[config.mk]
export PLATFORM = sky130hd
export DESIGN_NAME = prog_clk_div
export DESIGN_NICKNAME = d
export VERILOG_FILES = /design/src/rtl/prog_clk_div_pkg.sv /design/src/rtl/prog_clk_div_phase.sv /design/src/rtl/prog_clk_div.sv
export SDC_FILE = /design/constraint.sdc
export NUM_CORES = 1
export LEC_CHECK = 0
export CAP_MARGIN = 10
export CORE_MARGIN = 3
export CORE_UTILIZATION = 57
export CTS_BUF_LIST = sky130_fd_sc_hd__clkbuf_16
export CTS_CLUSTER_SIZE = 40
export DETAILED_ROUTE_END_ITERATION = 16
export PLACE_DENSITY = 0.87
export SYNTH_ARGS = -nofsm -noshare
export SYNTH_HDL_FRONTEND = slang
export SYNTH_SLANG_ARGS = --single-unit
export TNS_END_PERCENT = 10
[constraint.sdc]
create_clock -name clk_in -period 3.28 [get_ports clk_in]
set_input_delay 0.656 -clock clk_in [delete_from_list [all_inputs] [get_ports clk_in]]
set_output_delay 0.656 -clock clk_in [all_outputs]
set_load 0.01 [all_outputs]
[src/rtl/prog_clk_div_pkg.sv]
`default_nettype none
// ============================================================================
// Module  : prog_clk_div_pkg
// Purpose : Shared constants for the programmable clock divider.
//           DIV_W_DEF  - default divisor width in bits
//           DEF_DIV_DEF- divisor in force after reset
//           MIN_DIV    - smallest legal divisor; smaller requests are promoted
// Revision: 1.0 - initial release
// ============================================================================
package prog_clk_div_pkg;
  localparam int DIV_W_DEF   = 8;
  localparam int DEF_DIV_DEF = 5;
  localparam int MIN_DIV     = 2;
endpackage
`default_nettype wire

[src/rtl/prog_clk_div_phase.sv]
`default_nettype none
// ============================================================================
// Module  : clk_div_phase
// Purpose : Period counter and phase flops of the divider. Produces a
//           glitch-free divided clock (one AND of two flop outputs) and a
//           tick on the last cycle of every period.
// Ports   : clk_in  - source clock
//           rst     - asynchronous active-low reset
//           run     - divider running (counter advances)
//           n       - active divisor, held stable except at period start
//           clk_out - divided clock
//           tick    - high while cnt == n-1 and running
// Revision: 1.0 - initial release
// ============================================================================
module clk_div_phase
  import prog_clk_div_pkg::*;
#(
  parameter int W = DIV_W_DEF
) (
  input  logic         clk_in,
  input  logic         rst,
  input  logic         run,
  input  logic [W-1:0] n,
  output logic         clk_out,
  output logic         tick
);

  logic [W-1:0] cnt;
  logic         q_p;
  logic         q_n;
  logic [W:0]   half;
  logic         last;

  // ceil(n/2), one bit wider so n = 2^W-1 does not overflow
  assign half = ({1'b0, n} + (W+1)'(1)) >> 1;
  assign last = (cnt == (n - W'(1)));
  assign tick = run & last;

  always_ff @(posedge clk_in or negedge rst) begin
    if (!rst) begin
      cnt <= '0;
      q_p <= 1'b0;
    end else begin
      if (!run || last) cnt <= '0;
      else              cnt <= cnt + W'(1);
      q_p <= run & ({1'b0, cnt} < half);
    end
  end

  // For odd n q_n is q_p delayed half a cycle, trimming the high phase by
  // half a cycle for exact 50% duty. For even n it is held high so the AND
  // passes q_p straight through; the select is sampled on the falling edge,
  // when q_p is guaranteed low after a divisor change, so no mux glitch.
  always_ff @(negedge clk_in or negedge rst) begin
    if (!rst) q_n <= 1'b0;
    else      q_n <= q_p | ~n[0];
  end

  assign clk_out = q_p & q_n;

endmodule
`default_nettype wire

[src/rtl/prog_clk_div.sv]
`default_nettype none
// ============================================================================
// Module  : prog_clk_div
// Purpose : Programmable clock divider with a valid/ready divisor interface.
//           A new divisor is held pending and applied at the next period
//           boundary (or at once when stopped). Divisors 0/1 become 2 and
//           set a sticky error flag.
// Ports   : clk_in  - source clock
//           rst     - asynchronous active-low reset
//           en      - run request; dropping it stops at end of period
//           cfg_vld - new divisor offered
//           cfg_div - offered divisor
//           cfg_rdy - no divisor pending
//           clk_out - divided clock
//           tick    - last cycle of each output period
//           cfg_err - sticky illegal-divisor flag
// Revision: 1.0 - initial release
// ============================================================================
module prog_clk_div
  import prog_clk_div_pkg::*;
#(
  parameter int W       = DIV_W_DEF,
  parameter int DEF_DIV = DEF_DIV_DEF
) (
  input  logic         clk_in,
  input  logic         rst,
  input  logic         en,
  input  logic         cfg_vld,
  input  logic [W-1:0] cfg_div,
  output logic         cfg_rdy,
  output logic         clk_out,
  output logic         tick,
  output logic         cfg_err
);

  logic [W-1:0] div;
  logic [W-1:0] pend_div;
  logic         pend_vld;
  logic         running;
  logic         accept;
  logic         apply;
  logic         legal;

  assign cfg_rdy = ~pend_vld;
  assign accept  = cfg_vld & ~pend_vld;
  // tick marks the period boundary; when stopped any edge is a boundary
  assign apply   = pend_vld & (~running | tick);
  assign legal   = (cfg_div >= W'(MIN_DIV));

  always_ff @(posedge clk_in or negedge rst) begin
    if (!rst) begin
      div      <= W'(DEF_DIV);
      pend_div <= W'(MIN_DIV);
      pend_vld <= 1'b0;
      running  <= 1'b0;
      cfg_err  <= 1'b0;
    end else begin
      // apply and accept are exclusive: accept needs no pending value
      if (apply) begin
        div      <= pend_div;
        pend_vld <= 1'b0;
      end else if (accept) begin
        pend_vld <= 1'b1;
        pend_div <= legal ? cfg_div : W'(MIN_DIV);
        if (!legal) cfg_err <= 1'b1;
      end
      // en is only honoured at a period boundary or while stopped
      if (!running || tick) running <= en;
    end
  end

  clk_div_phase #(
    .W (W)
  ) u_phase (
    .clk_in  (clk_in),
    .rst     (rst),
    .run     (running),
    .n       (div),
    .clk_out (clk_out),
    .tick    (tick)
  );

endmodule
`default_nettype wire

# Word level (Yosys, flattened, before mapping)
# Cells that the tools add are included.
# word_totals
out_inout_bits	4
input_bits	12
elab_cells	36
regBits	29
# op_classes
n_bitwise	12
n_reduce_logical	6
n_addsub	3
order_cmp	2
n_eq_ne	1
mux	4
# ops
cell	count
8-bit 2-to-1 mux	2
8-bit by 1-bit adder with 9-bit output (second input constant)	1
8-bit by 1-bit adder with 8-bit output (second input constant)	1
8-bit == test	1
8-bit by 2-bit >= comparator with 1-bit output (second input constant)	1
8-bit less-than comparator	1
8-bit by 1-bit subtractor with 8-bit output (second input constant)	1
1-bit bitwise AND	5
1-bit NOT	5
3-bit AND reduction	1
1-bit logical OR	2
1-bit 2-to-1 mux	2
1-bit bitwise OR	2
2-bit AND reduction	1
2-bit nonzero test	1
1-bit logical NOT	1

# Logic depth before layout (Yosys ltp)
# Gate-level depths: netlist (run 1).
# depth
depth_word	7
depth_mapped	9
ltp_nobuf	8

# Hierarchy
# From an unflattened synthesis (run 1), not the netlist that was laid out.
# unflattened
cells_unflattened	160
area_unflattened_um2	1810.5
# modules_own_cells
module	seq_area_each_um2	cells_each	instances	area_each_um2
clk_div_phase	250.2	111	1	1043.5
prog_clk_div	479.2	49	1	767.0

==> metrics.md, run 1 <==
| Metric | Value |
|---|---|
| Outcome | `finished, final reports clean` |
| Data arrival time of the critical path | `2530 ps` |
| Drt first-iter violations | `48` |
| Hold endpoint | `cfg_err` |
| CP Launch Type | `flop` |
| Register-to-Register Path Depth | `9` |
| First-pass GRT wire length | `6350 um` |
| Critical Path End Type | `primary output` |
| Root Driver | `clkbuf_16` |
| Placement Setup Slack | `-17.0 ps` |
| Clk slew on worst S/H paths | `50 ps` |
| Power per standard cell area | `386 mW/mm^2` |
| Core box area | `0.00283 mm^2` |
| Via count | `1344` |
| Worst r2r src | `div[0]` |
| First-pass DRT Iterations | `4` |
| Worst Tran Pin Value | `566 ps` |
| Synth Flop Type | `dfrtp_1` |
| Pint | `651 uW` |
| Crit-path max FO | `1` |
| Yosys cell types | `38` |
| Compound-gate portion of the synthesized area | `7.22%` |
| Setup TNS | `0 ps` |
| Hpwl dp | `2730 um` |
| Share of layout cells above drive strength 1 | `17.2%` |
| Nets | `219` |
| Seq pwr share | `45.4%` |
| Largest net degree at the start of global routing | `29` |
| Die Ht | `61.2 um` |
| Max Transition Viols Final | `0` |
| Initial core utilization | `61.3%` |
| Skew final | `24.7 ps` |
| Hold path cells | `1` |
| Hold-fix buffers, CTS | `0` |
| Post-synth EDFFs | `0` |
| Min-Delay Path Class | `reg -> reg` |
| Flops & latches, synth | `29` |
| Remaining global-route overflow | `0` |
| Post-Syn Nets | `195` |
| Routed Antenna Nets | `0` |
| Leakage | `1.01 nW` |
| Slew margin rel. | `62.2%` |
| Drt total wl | `3950 um` |
| Max_cap viols | `0` |
| Post-Syn Area | `0.00173 mm^2` |
| Ant. Diodes | `0` |
| Bufs on Longest Clock Path | `2` |
| Top cells by area, synth | `dfrtp_1, ha_1, mux2_4` |
| TritonCTS Buffers | `5` |
| Initial antenna violation count | `0` |
| DRC viols | `0` |
| Worst R2R Setup Slack | `690 ps` |
| Critical path class | `reg -> out` |
| FP Rows | `19` |
| Port buffer count | `15` |
| Largest family of logic cells by synthesized area | `simple AND/OR/NAND/NOR gates` |
| Ports | `16` |
| Area growth from synthesis to layout | `21.1%` |
| CTS sink cnt | `29` |
| Post-Synth Simple-Gate Area | `22.4%` |
| Leading area contributor after synthesis | `dfrtp_1` |
| Chip Width | `61.2 um` |
| FILL cells | `187` |
| Post-synth top area share | `36.1%` |
| Worst-skew pair later-pin latency | `290 ps` |
| Yosys warns | `0` |
| GP Congestion | `0.816` |
| CTS tree | `built` |
| Req. time, crit path | `2620 ps` |
| Final Hold Fails | `0` |
| Syn_area_per_cell | `10.0 um^2` |
| FFs w/ async S/R, synth | `100%` |
| RSZ-0062 raised after global routing | `no` |
| GRT Total Usage | `24.4%` |
| Setup ws final | `91.2 ps` |
| Power share of the clock group | `51.1%` |
| Per-cell routed wire length | `17.3 um` |
| Die area | `0.00374 mm^2` |
| NetSw | `160 uW` |
| XOR/XNOR share of the synthesized area | `11.1%` |
| Combinational fraction of design power | `3.6%` |
| Final-report setup violation count | `0` |
| VDD IR-drop max | `0.000436 V` |
| Seq/Total Area, Yosys | `42.1%` |
| Post-synthesis adder-cell area fraction | `7.22%` |
| Mux share of post-synthesis cell area | `6.93%` |
| Vias in the first global route | `1372` |
| Mapped Cells | `173` |
| Vias per inst | `5.87` |
| Worst hold start | `cfg_err` |
| Sw frac | `19.7%` |
| R2r endpoint | `div[6]` |
| H-Tree Depth | `2` |
## flip-flops by register name, summed over array words and instances, names as in the netlist
register     count
cfg_err          1
div              8
pend_div         8
pend_vld         1
running          1
u_phase.cnt      8
u_phase.q_n      1
u_phase.q_p      1
## through the flow
step	utilization [%]	std cells	power (mW)	hold WS, ps	cell area [um^2]
2_1_floorplan	-	173	0.377	360	1730
3_3_place_gp	68.1	218	0.400	450	1930
3_5_place_dp	68.1	218	0.401	452	1930
4_1_cts	73.1	226	0.816	471	2070
5_1_grt	74.2	229	0.836	500	2100
6_report	74.2	229	0.811	472	2100
## kinds of logic after synthesis
logic type / after synthesis
AO/OA/AOI/OAI: 15
buffers and inverters: 11
XOR/XNOR: 22
flip-flops: 29
adder cells (fa/ha/maj): 10
multiplexers: 8
AND/OR/NAND/NOR: 78
## layout by cell type (no fill, tap or decap), types with 2 or more instances in the layout
| master | Yosys | final |
|---|---|---|
| clkdlybuf4s50_1 | 0 | 14 |
| a21o_1 | 2 | 2 |
| dfrtp_1 | 25 | 25 |
| and3_1 | 2 | 2 |
| xnor2_1 | 9 | 9 |
| clkbuf_16 | 0 | 5 |
| nand3_1 | 8 | 8 |
| o211ai_1 | 2 | 2 |
| nand2b_1 | 6 | 6 |
| inv_1 | 5 | 8 |
| nand2_1 | 29 | 29 |
| o21ai_0 | 3 | 3 |
| nor2_1 | 16 | 16 |
| nor2b_1 | 4 | 4 |
| dfstp_2 | 3 | 3 |
| ha_1 | 10 | 9 |
| buf_4 | 0 | 8 |
| nor3_1 | 4 | 4 |
| mux2_4 | 8 | 8 |
| xor2_1 | 13 | 13 |
## worst max path at each step
stage	startpoint	end	slack [ps]	cells after the start
after floorplan	u_phase.q_n	clk_out	470	1
after global placement	u_phase.q_n	clk_out	-10	2
after detailed placement	u_phase.q_n	clk_out	-20	2
after CTS	div[0]	tick	20	8
after global routing	div[0]	tick	20	8
final	u_phase.q_n	clk_out	90	2
## worst max-delay path, cell delays in order (launching register included)
cell     delay [ps]
dfrtn_1         370
and2_1          110
buf_2           120
## area by class of cell
class / instances / area (um^2) / share of cell area (%)
multi-input cells: 133 / 971 / 46.2
flip-flops and latches: 29 / 729 / 34.7
repair buffers: 23 / 205 / 9.77
clock buffers: 5 / 125 / 5.96
well taps: 31 / 38.8 / 1.85
inverters: 5 / 18.8 / 0.894
clock inverters: 3 / 11.3 / 0.536
## timing repair
item,in CTS,in global routing
pin swaps,0,1
resized for setup,6,2
hold endpoints to repair,0,0
setup endpoints to repair,2,1
setup buffers,0,3
## power by group through the flow
stage,clock network (mW),registers (mW),logic (mW)
after CTS,0.419,0.368,0.0293
after detailed placement,0,0.373,0.0286
after global placement,0,0.373,0.0271
after global routing,0.437,0.368,0.0314
after floorplan,0,0.372,0.00493
final,0.414,0.368,0.0290
## cell usage after synthesis, drive strengths merged (2+ instances only)
cell type  number
xnor2           9
o211ai          2
nor2b           4
and3            2
nand2          30
inv             5
nor3            4
clkbuf          2
buf             4
nor4            2
o21ai           4
xor2           13
nor2           16
dfstp           3
mux2            8
ha             10
nand3           8
a21o            2
dfrtp          25
nand2b          6
## routing by layer
metal	share of wire, %	track usage [%]	vias to the layer above
met5	0	0	-
met4	3.3	16.7	0
met3	6.5	4.82	14
met2	51	40.8	64
met1	39	28.1	637
li1	-	-	629
(Power assumes the default switching activity.)
==> run 2: changes to the inputs <==
- CORE_UTILIZATION: 57 -> 59
- CTS_BUF_LIST: sky130_fd_sc_hd__clkbuf_16 -> sky130_fd_sc_hd__clkbuf_2 sky130_fd_sc_hd__clkbuf_4 sky130_fd_sc_hd__clkbuf_8
- PLACE_DENSITY: 0.87 -> 0.9
==> metrics.md, run 2 (synthesis gave the netlist of run 1 again) <==
| Metric | Value |
|---|---|
| Outcome | `finished, final reports clean (unchanged)` |
| Setup TNS | `0 ps (unchanged)` |
| Met2 Use GR | `39.7% (was 40.8%)` |
| GRT Total Usage | `23.3% (was 24.4%)` |
| Per-cell routed wire length | `15.8 um (was 17.3 um)` |
| Crit path largest cell delay | `380 ps (was 370 ps)` |
| CTS tree | `built (unchanged)` |
| Drt first-iter violations | `35 (was 48)` |
| Placed insts | `218 (unchanged)` |
| Bufs on Longest Clock Path | `2 (unchanged)` |
| Req. time, crit path | `2620 ps (about the same)` |
| Leakage | `0.982 nW (was 1.01 nW)` |
| Largest regs | `div: 8 flops, pend_div: 8 flops, u_phase.cnt: 8 flops (unchanged)` |
| Worst-skew pair later-pin latency | `330 ps (was 290 ps)` |
| Min-Delay Path Class | `reg -> reg (unchanged)` |
| Vias per inst | `5.72 (was 5.87)` |
| TritonCTS Buffers | `5 (unchanged)` |
| Final Power | `633 uW (was 811 uW)` |
| Slew margin rel. | `63.1% (was 62.2%)` |
| Die Ht | `60.2 um (was 61.2 um)` |
| Final Hold Fails | `0 (unchanged)` |
| Root Driver | `clkbuf_4 (was clkbuf_16)` |
| Skew final | `13.7 ps (was 24.7 ps)` |
| Met1 Use GR | `24.7% (was 28.1%)` |
| Placed Area | `0.00193 mm^2 (unchanged)` |
| Core box area | `0.00278 mm^2 (was 0.00283 mm^2)` |
| RSZ-0062 raised after global routing | `no (unchanged)` |
| Worst-path cell chain | `and2_1 > buf_2 (unchanged)` |
| NetSw | `133 uW (was 160 uW)` |
| Data arrival time of the critical path | `2560 ps (was 2530 ps)` |
| Port buffer count | `15 (unchanged)` |
| Worst Path Buf+Inv | `1 (unchanged)` |
| GR peak layer | `met2 (unchanged)` |
| Power share of the clock group | `37.8% (was 51.1%)` |
| Final hold slack | `493 ps (was 472 ps)` |
| Ant. Diodes | `0 (unchanged)` |
| Worst Tran Pin Value | `553 ps (was 566 ps)` |
| GP Congestion | `0.849 (was 0.816)` |
| VDD IR-drop max | `0.000360 V (was 0.000436 V)` |
| GR Util met3 | `8.64% (was 4.82%)` |
| CP max stage cell | `dfrtn_1 (unchanged)` |
| Die area | `0.00363 mm^2 (was 0.00374 mm^2)` |
| Ports | `16 (unchanged)` |
| Area growth from synthesis to layout | `16.9% (was 21.1%)` |
| Max_cap viols | `0 (unchanged)` |
| Remaining global-route overflow | `0 (unchanged)` |
| CP Launch Type | `flop (unchanged)` |
| Vias in the first global route | `1340 (was 1372)` |
| Max Transition Viols Final | `0 (unchanged)` |
| Critical Path End Type | `primary output (unchanged)` |
| Pint | `500 uW (was 651 uW)` |
| Final-report setup violation count | `0 (unchanged)` |
| Sw frac | `21.0% (was 19.7%)` |
| CTS sink cnt | `29 (unchanged)` |
| First-pass GRT wire length | `5960 um (was 6350 um)` |
| Leading cell type in the layout, fill and taps excluded | `nand2_1 (unchanged)` |
| Initial antenna violation count | `0 (unchanged)` |
| First-pass DRT Iterations | `5 (was 4)` |
| Nets | `217 (was 219)` |
| Placement Setup Slack | `-15.8 ps (was -17.0 ps)` |
| Critical path class | `reg -> out (unchanged)` |
| H-Tree Depth | `2 (unchanged)` |
| Fin area | `0.00203 mm^2 (was 0.00210 mm^2)` |
| Initial core utilization | `62.3% (was 61.3%)` |
| Combinational fraction of design power | `4.4% (was 3.6%)` |
| Drt total wl | `3590 um (was 3950 um)` |
| Via count | `1299 (was 1344)` |
| FP Rows | `19 (unchanged)` |
| Chip Width | `60.2 um (was 61.2 um)` |
| Most frequent cells in the layout | `nand2_1, dfrtp_1, nor2_1 (unchanged)` |
| Seq pwr share | `57.8% (was 45.4%)` |
| Setup ws final | `60.3 ps (was 91.2 ps)` |
| Final core utilization | `72.9% (was 74.2%)` |
| Clk slew on worst S/H paths | `80 ps (was 50 ps)` |
| Largest net degree at the start of global routing | `29 (unchanged)` |
| Share of layout cells above drive strength 1 | `18.4% (was 17.2%)` |
| Crit-path max FO | `1 (unchanged)` |
| Crit path max-delay family | `flip-flops (unchanged)` |
| Hpwl dp | `2730 um (about the same)` |
| DRC viols | `0 (unchanged)` |
| Power per standard cell area | `312 mW/mm^2 (was 386 mW/mm^2)` |
| Routed Antenna Nets | `0 (unchanged)` |
| Final Non-Filler Cells | `227 (was 229)` |
-- run 2: timing repair --
| action | 4_1_cts | 5_1_grt |
|---|---|---|
| resized for setup | 8 | 3 |
| buffers inserted | 1 | 0 |
| hold buffers | 0 | 0 |
| endpoints found under the setup margin | 2 | 1 |
| pin swaps | 0 | 1 |
-- run 2: final timing paths --
| kind | endpoint | slack, ps | startpoint | cells past startpoint |
|---|---|---|---|---|
| min | pend_div[2] | 490 | pend_div[2] | 2 |
| min in group asynchronous | u_phase.cnt[0] | 830 | rst | 2 |
| min reg2reg | pend_div[2] | 490 | pend_div[2] | 2 |
| max reg2reg | u_phase.q_n | 700 | div[0] | 2 |
| max in group asynchronous | u_phase.q_n | 1040 | rst | 1 |
| max | clk_out | 60 | u_phase.q_n | 2 |
-- run 2: routing by layer --
layer / routed length, um / up-vias
li1: - / 624
met1: 1400 / 618
met2: 1830 / 45
met3: 241 / 12
met4: 116 / 0
met5: 0 / -
-- run 2: cell type report --
class | count | area (um^2)
Multi-Input combinational cell | 133 | 981
Fill cell | 180 | 754
Sequential cell | 29 | 729
Timing Repair Buffer | 21 | 193
Clock buffer | 8 | 66.3
Tap cell | 31 | 38.8
Inverter | 5 | 18.8
-- run 2: power groups by stage --
stage | Combinational (mW) | Clock, mW | Sequential, mW
2_1_floorplan | 0.00493 | 0 | 0.372
3_3_place_gp | 0.0272 | 0 | 0.372
3_5_place_dp | 0.0284 | 0 | 0.373
4_1_cts | 0.0286 | 0.247 | 0.366
5_1_grt | 0.0309 | 0.260 | 0.367
6_report | 0.0279 | 0.239 | 0.366
-- run 2: worst min-delay path, stage by stage (launching register included) --
cell and delay (ps):
dfrtp_1 350, nand2_1 50, nand2_1 60
==> run 3: changes to the inputs <==
- TNS_END_PERCENT: 10 -> 50
==> results of run 3 <==
The final DEF is identical to that of run 2; final timing and power are the same.
